`config.mk`:
```
export PLATFORM = sky130hd
export DESIGN_NAME = piso_shift_reg_flat
export DESIGN_NICKNAME = d
export VERILOG_FILES = /design/src/rtl/piso_pkg.sv /design/src/rtl/piso_shift_reg_if.sv /design/src/rtl/dff_ar.sv /design/src/rtl/piso_shift_reg.sv /design/src/flat_wrapper.sv
export SDC_FILE = /design/constraint.sdc
export NUM_CORES = 1
export LEC_CHECK = 0
export ABC_AREA = 1
export ABC_CLOCK_PERIOD_IN_PS = 2760
export BUFFER_PORTS_ARGS = -buffer_cell sky130_fd_sc_hd__buf_2
export CELL_PAD_IN_SITES_DETAIL_PLACEMENT = 2
export CELL_PAD_IN_SITES_GLOBAL_PLACEMENT = 2
export CORE_MARGIN = 5
export CORE_UTILIZATION = 35
export CTS_CLUSTER_DIAMETER = 30
export DETAILED_ROUTE_END_ITERATION = 10
export GPL_TIMING_DRIVEN = 0
export PLACE_DENSITY = 0.83
export SYNTH_ARGS = -nofsm -noshare
export SYNTH_HDL_FRONTEND = slang
export SYNTH_SLANG_ARGS = --single-unit
```
`constraint.sdc`:
```
create_clock -name clk -period 2.76 [get_ports clk]
set_input_delay 0.276 -clock clk [delete_from_list [all_inputs] [get_ports clk]]
set_output_delay 0.276 -clock clk [all_outputs]
set_load 0.03 [all_outputs]
```
`src/rtl/piso_pkg.sv`:
```
// Shared types and bit-order encodings for the PISO shift register.
package piso_pkg;

  typedef enum logic {
    IDLE  = 1'b0,
    SHIFT = 1'b1
  } piso_state_t;

  localparam int unsigned MSB_FIRST = 0;
  localparam int unsigned LSB_FIRST = 1;

endpackage

```
`src/rtl/piso_shift_reg_if.sv`:
```
// Parallel ready/valid port plus strobed serial output of the PISO shift register.
interface piso_shift_reg_if #(
  parameter int unsigned WIDTH = 8
);
  logic [WIDTH-1:0] par_data;
  logic             par_valid;
  logic             par_ready;
  logic             ser_en;
  logic             ser_out;
  logic             ser_valid;
  logic             ser_first;
  logic             ser_last;
  logic             busy;

  modport master (
    output par_data, par_valid, ser_en,
    input  par_ready, ser_out, ser_valid, ser_first, ser_last, busy
  );

  modport slave (
    input  par_data, par_valid, ser_en,
    output par_ready, ser_out, ser_valid, ser_first, ser_last, busy
  );
endinterface

```
`src/rtl/dff_ar.sv`:
```
// Width-parametrised D register with enable and asynchronous active-high reset.
module dff_ar #(
  parameter int unsigned WIDTH = 8
) (
  input  logic             clk,
  input  logic             rst,
  input  logic             en,
  input  logic [WIDTH-1:0] d,
  output logic [WIDTH-1:0] q
);

  always_ff @(posedge clk or posedge rst) begin
    if (rst) begin
      q <= '0;
    end else if (en) begin
      q <= d;
    end
  end

endmodule

```
`src/rtl/piso_shift_reg.sv`:
```
// Parallel-in/serial-out shifter with a one-word holding buffer for gapless streaming.
module piso_shift_reg #(
  parameter int unsigned WIDTH     = 8,
  parameter int unsigned LSB_FIRST = 0
) (
  input logic             clk,
  input logic             rst,
  piso_shift_reg_if.slave bus
);
  import piso_pkg::*;

  localparam int unsigned CW      = $clog2(WIDTH);
  localparam bit          MSB_OUT = (LSB_FIRST == MSB_FIRST);

  piso_state_t      state, state_d;
  logic [WIDTH-1:0] sreg, sreg_d, sreg_shift, hold;
  logic [CW-1:0]    cnt, cnt_d;
  logic             hold_full, hold_full_d;
  logic             accept, drain;

  assign accept     = bus.par_valid && !hold_full;
  assign sreg_shift = MSB_OUT ? {sreg[WIDTH-2:0], 1'b0} : {1'b0, sreg[WIDTH-1:1]};

  dff_ar #(.WIDTH(WIDTH)) u_hold (
    .clk (clk),
    .rst (rst),
    .en  (accept),
    .d   (bus.par_data),
    .q   (hold)
  );

  // Next state: load from hold when idle or on the last bit, otherwise shift on strobe
  always_comb begin
    state_d     = state;
    sreg_d      = sreg;
    cnt_d       = cnt;
    drain       = 1'b0;
    hold_full_d = hold_full;
    case (state)
      IDLE: begin
        if (hold_full) begin
          sreg_d  = hold;
          cnt_d   = CW'(WIDTH - 1);
          drain   = 1'b1;
          state_d = SHIFT;
        end
      end
      SHIFT: begin
        if (bus.ser_en) begin
          if (cnt != '0) begin
            sreg_d = sreg_shift;
            cnt_d  = cnt - CW'(1);
          end else if (hold_full) begin
            sreg_d = hold;
            cnt_d  = CW'(WIDTH - 1);
            drain  = 1'b1;
          end else begin
            state_d = IDLE;
          end
        end
      end
      default: state_d = IDLE;
    endcase
    if (accept) begin
      hold_full_d = 1'b1;
    end else if (drain) begin
      hold_full_d = 1'b0;
    end
  end

  always_ff @(posedge clk or posedge rst) begin
    if (rst) begin
      state     <= IDLE;
      sreg      <= '0;
      cnt       <= '0;
      hold_full <= 1'b0;
    end else begin
      state     <= state_d;
      sreg      <= sreg_d;
      cnt       <= cnt_d;
      hold_full <= hold_full_d;
    end
  end

  // Outputs decode registers only
  assign bus.par_ready = !hold_full;
  assign bus.ser_valid = (state == SHIFT);
  assign bus.ser_out   = (state == SHIFT) && (MSB_OUT ? sreg[WIDTH-1] : sreg[0]);
  assign bus.ser_first = (state == SHIFT) && (cnt == CW'(WIDTH - 1));
  assign bus.ser_last  = (state == SHIFT) && (cnt == '0);
  assign bus.busy      = hold_full || (state == SHIFT);

endmodule

```
`src/flat_wrapper.sv`:
```
// flat-port wrapper written by rule: the top's interface ports become plain ports
module piso_shift_reg_flat import piso_pkg::*;
#(
  parameter int unsigned WIDTH     = 8,
  parameter int unsigned LSB_FIRST = 0
)
  (clk, rst, bus_par_data, bus_par_valid, bus_ser_en, bus_par_ready, bus_ser_out, bus_ser_valid, bus_ser_first, bus_ser_last, bus_busy);
  piso_shift_reg_if #(.WIDTH(WIDTH)) bus_i ();
  input logic clk;
  input logic rst;
  input wire logic [$bits(bus_i.par_data)-1:0] bus_par_data;
  input wire logic [$bits(bus_i.par_valid)-1:0] bus_par_valid;
  input wire logic [$bits(bus_i.ser_en)-1:0] bus_ser_en;
  output wire logic [$bits(bus_i.par_ready)-1:0] bus_par_ready;
  output wire logic [$bits(bus_i.ser_out)-1:0] bus_ser_out;
  output wire logic [$bits(bus_i.ser_valid)-1:0] bus_ser_valid;
  output wire logic [$bits(bus_i.ser_first)-1:0] bus_ser_first;
  output wire logic [$bits(bus_i.ser_last)-1:0] bus_ser_last;
  output wire logic [$bits(bus_i.busy)-1:0] bus_busy;
  assign bus_i.par_data = bus_par_data;
  assign bus_i.par_valid = bus_par_valid;
  assign bus_i.ser_en = bus_ser_en;
  assign bus_par_ready = bus_i.par_ready;
  assign bus_ser_out = bus_i.ser_out;
  assign bus_ser_valid = bus_i.ser_valid;
  assign bus_ser_first = bus_i.ser_first;
  assign bus_ser_last = bus_i.ser_last;
  assign bus_busy = bus_i.busy;
  piso_shift_reg #(.WIDTH(WIDTH), .LSB_FIRST(LSB_FIRST)) u_core (.clk(clk), .rst(rst), .bus(bus_i));
endmodule
```
==> metrics.txt <==
Final WS setup=1.014 ns; Row Count=19; crit path cell chain=inv_1 -> ha_1 -> nand2_2 -> nor2_1 -> buf_2; Synth area leaders=dfrtp_1 (50%), mux2_2 (8.6%), nand2_1 (8.6%); Peak Freq=572.9 MHz; final hold slack=0.1057 ns; CTS Root Buffer Type=clkbuf_4; PortBufs=17; routability cong.=0.7099; GRT Overall Usage=0.1405; Cell Count Post-Placement=167; reg2reg setup slack=1.16 ns; commonest non-fill, non-tap cell in the layout=nand2_1; crit path kind=flop to primary output; n_diodes=0; CP startpoint kind=flop; Max Root-Sink Buffers=2; Post-Route Utilization=0.4273; CTS Buf Count=3; syn_area_per_cell=8.811 µm²; Total Wirelength=2662 µm; max incr delay on CP=0.43 ns; Crit. End Element=primary output; Peak supply drop=444.2 µV; Final Skew=0.001754 ns; Mapped Area=1049 µm²; initial antenna violation count=0; FF+latch area=525.5 µm²; layout cells sized above 1=0.3000; initial core utilization=0.3738; Final period util=0.6324; dpl ws=1.166 ns; max-slew violation count=0; die width=64.74 µm; H-tree lvl count=1; post_cts resized=0; drt first pass iters=2; Ports=18; antenna-violating nets left=0; vias in the first global route=990; Fin. Hold Viols=0; sequential cell area fraction in the yosys report=0.5012; DR DRC count=0; synthesis-to-layout area growth=14.32%; Final setup violation count=0; Synthesis Warnings=0; largest fanout on the critical path=7; measured slew at the worst slew-check pin=0.7947 ns; clock transition at the registers of the reported paths=0.12 ns; setup_tns=0 ns; status=finished, final reports clean; WL per Instance=15.57 µm; gate count after technology mapping=119; die span in y=64.74 µm; # nets final=156; Crit path arrival time=1.47 ns; core area=2805 µm²; largest net degree at the start of global routing=22; Synth Register Bits=21; area of the multi-input gates=451.7 µm²; RSZ-0062 raised after global routing=false; Yosys top cell area share=0.5012; TritonCTS clock tree=built; LEAKAGE=0.6263 nW; Vias/cell=4.883; WP depth=5; via count=835; slowest CP cell=dfrtp_1; die area=4191 µm²; MaxCap Viol Count=0; power per cell area=987.7 nW/µm²; Non-Filler Instances=171; Syn Nets=134; Synth area leader=dfrtp_1; DPL Wire Length=2123 µm; buffer and inverter count on the worst path=2; most frequent cells in the layout=nand2_1 (24), dfrtp_1 (21), nor2_1 (20); RR Startpoint=u_core.cnt[0]; CP delay by family, top=flip-flops; Layout fillers=334; cts hold-fix bufs=0; minimum clock period=1.746 ns; reg-to-reg endpoint=u_core.sreg[3]; global route total overflow=0; clk sinks=21; DR iter-0 viols=10; Req. time, crit path=2.48 ns; slew margin rel.=0.4696; library cells used by synthesis=21; Post-CTS Setup Inserts=0; first-pass GRT wire length=4636 µm; HP Class=input port to async pin; worst skew pair latency=0.30 ns; r2r worst-path depth=7
## area by class of cell
class	count	area share
clock buffer	4	0.02192
inverter	16	0.05010
multi-input combinational	81	0.3768
tap	31	0.03236
timing repair buffer	17	0.07098
buffer	1	0.009395
sequential	21	0.4384
## registers in the layout, indices dropped and copies added, names as in the netlist
register              cells
u_core.cnt                3
u_core.bus.ser_valid      1
u_core.hold_full          1
u_core.u_hold.q           8
u_core.sreg               8
## worst max path at each step
stage	endpoint	start
floorplan	bus_ser_last	u_core.cnt[0]
global placement	u_core.sreg[4]	u_core.cnt[0]
detailed placement	u_core.sreg[3]	u_core.cnt[0]
CTS	bus_ser_last	u_core.cnt[0]
global route	bus_ser_last	u_core.cnt[0]
finish	bus_ser_last	u_core.cnt[0]
## power breakdown
part | internal [W] | leakage [nW] | total [W] | switching (W)
clock | 0.0000563 | 0.0150 | 0.000149 | 0.0000925
sequential | 0.000447 | 0.241 | 0.000542 | 0.0000951
combinational | 0.000197 | 0.370 | 0.000493 | 0.000296
total | 0.000700 | 0.626 | 0.00118 | 0.000483
## cells by family after synthesis
| logic type | Yosys count | share of synthesized area |
|---|---|---|
| AO/OA/AOI/OAI | 7 | 0.03937 |
| buffers and inverters | 17 | 0.06801 |
| adder cells (fa/ha/maj) | 3 | 0.03580 |
| flip-flops | 21 | 0.5012 |
| XOR/XNOR | 1 | 0.008355 |
| AND/OR/NAND/NOR | 62 | 0.2613 |
| multiplexers | 8 | 0.08592 |
## per-layer routing
layer	track usage	routed length (µm)	part of all wire	up-vias
met4	0.03166	17	0.0064	0
li1	-	-	-	406
met5	0	0	0	-
met1	0.1609	1069	0.40	412
met3	0.02591	111	0.042	2
met2	0.2682	1463	0.55	15
## cell usage after synthesis, drive strengths merged
library cell  count
nand4             2
ha                3
xor2              1
nor2             23
or2               5
nand3             3
a21oi             1
inv              15
dfrtp            21
clkinv            1
a22oi             1
nand2            29
buf               1
mux2              8
o21ai             5
## per-stage QoR
step	area, µm²	power (W)
2_1_floorplan	1049	0.0008944
3_3_place_gp	1172	0.0009930
3_5_place_dp	1172	0.001050
4_1_cts	1199	0.001202
5_1_grt	1199	0.001287
6_report	1199	0.001184
Power figures use the tool's default switching activity.
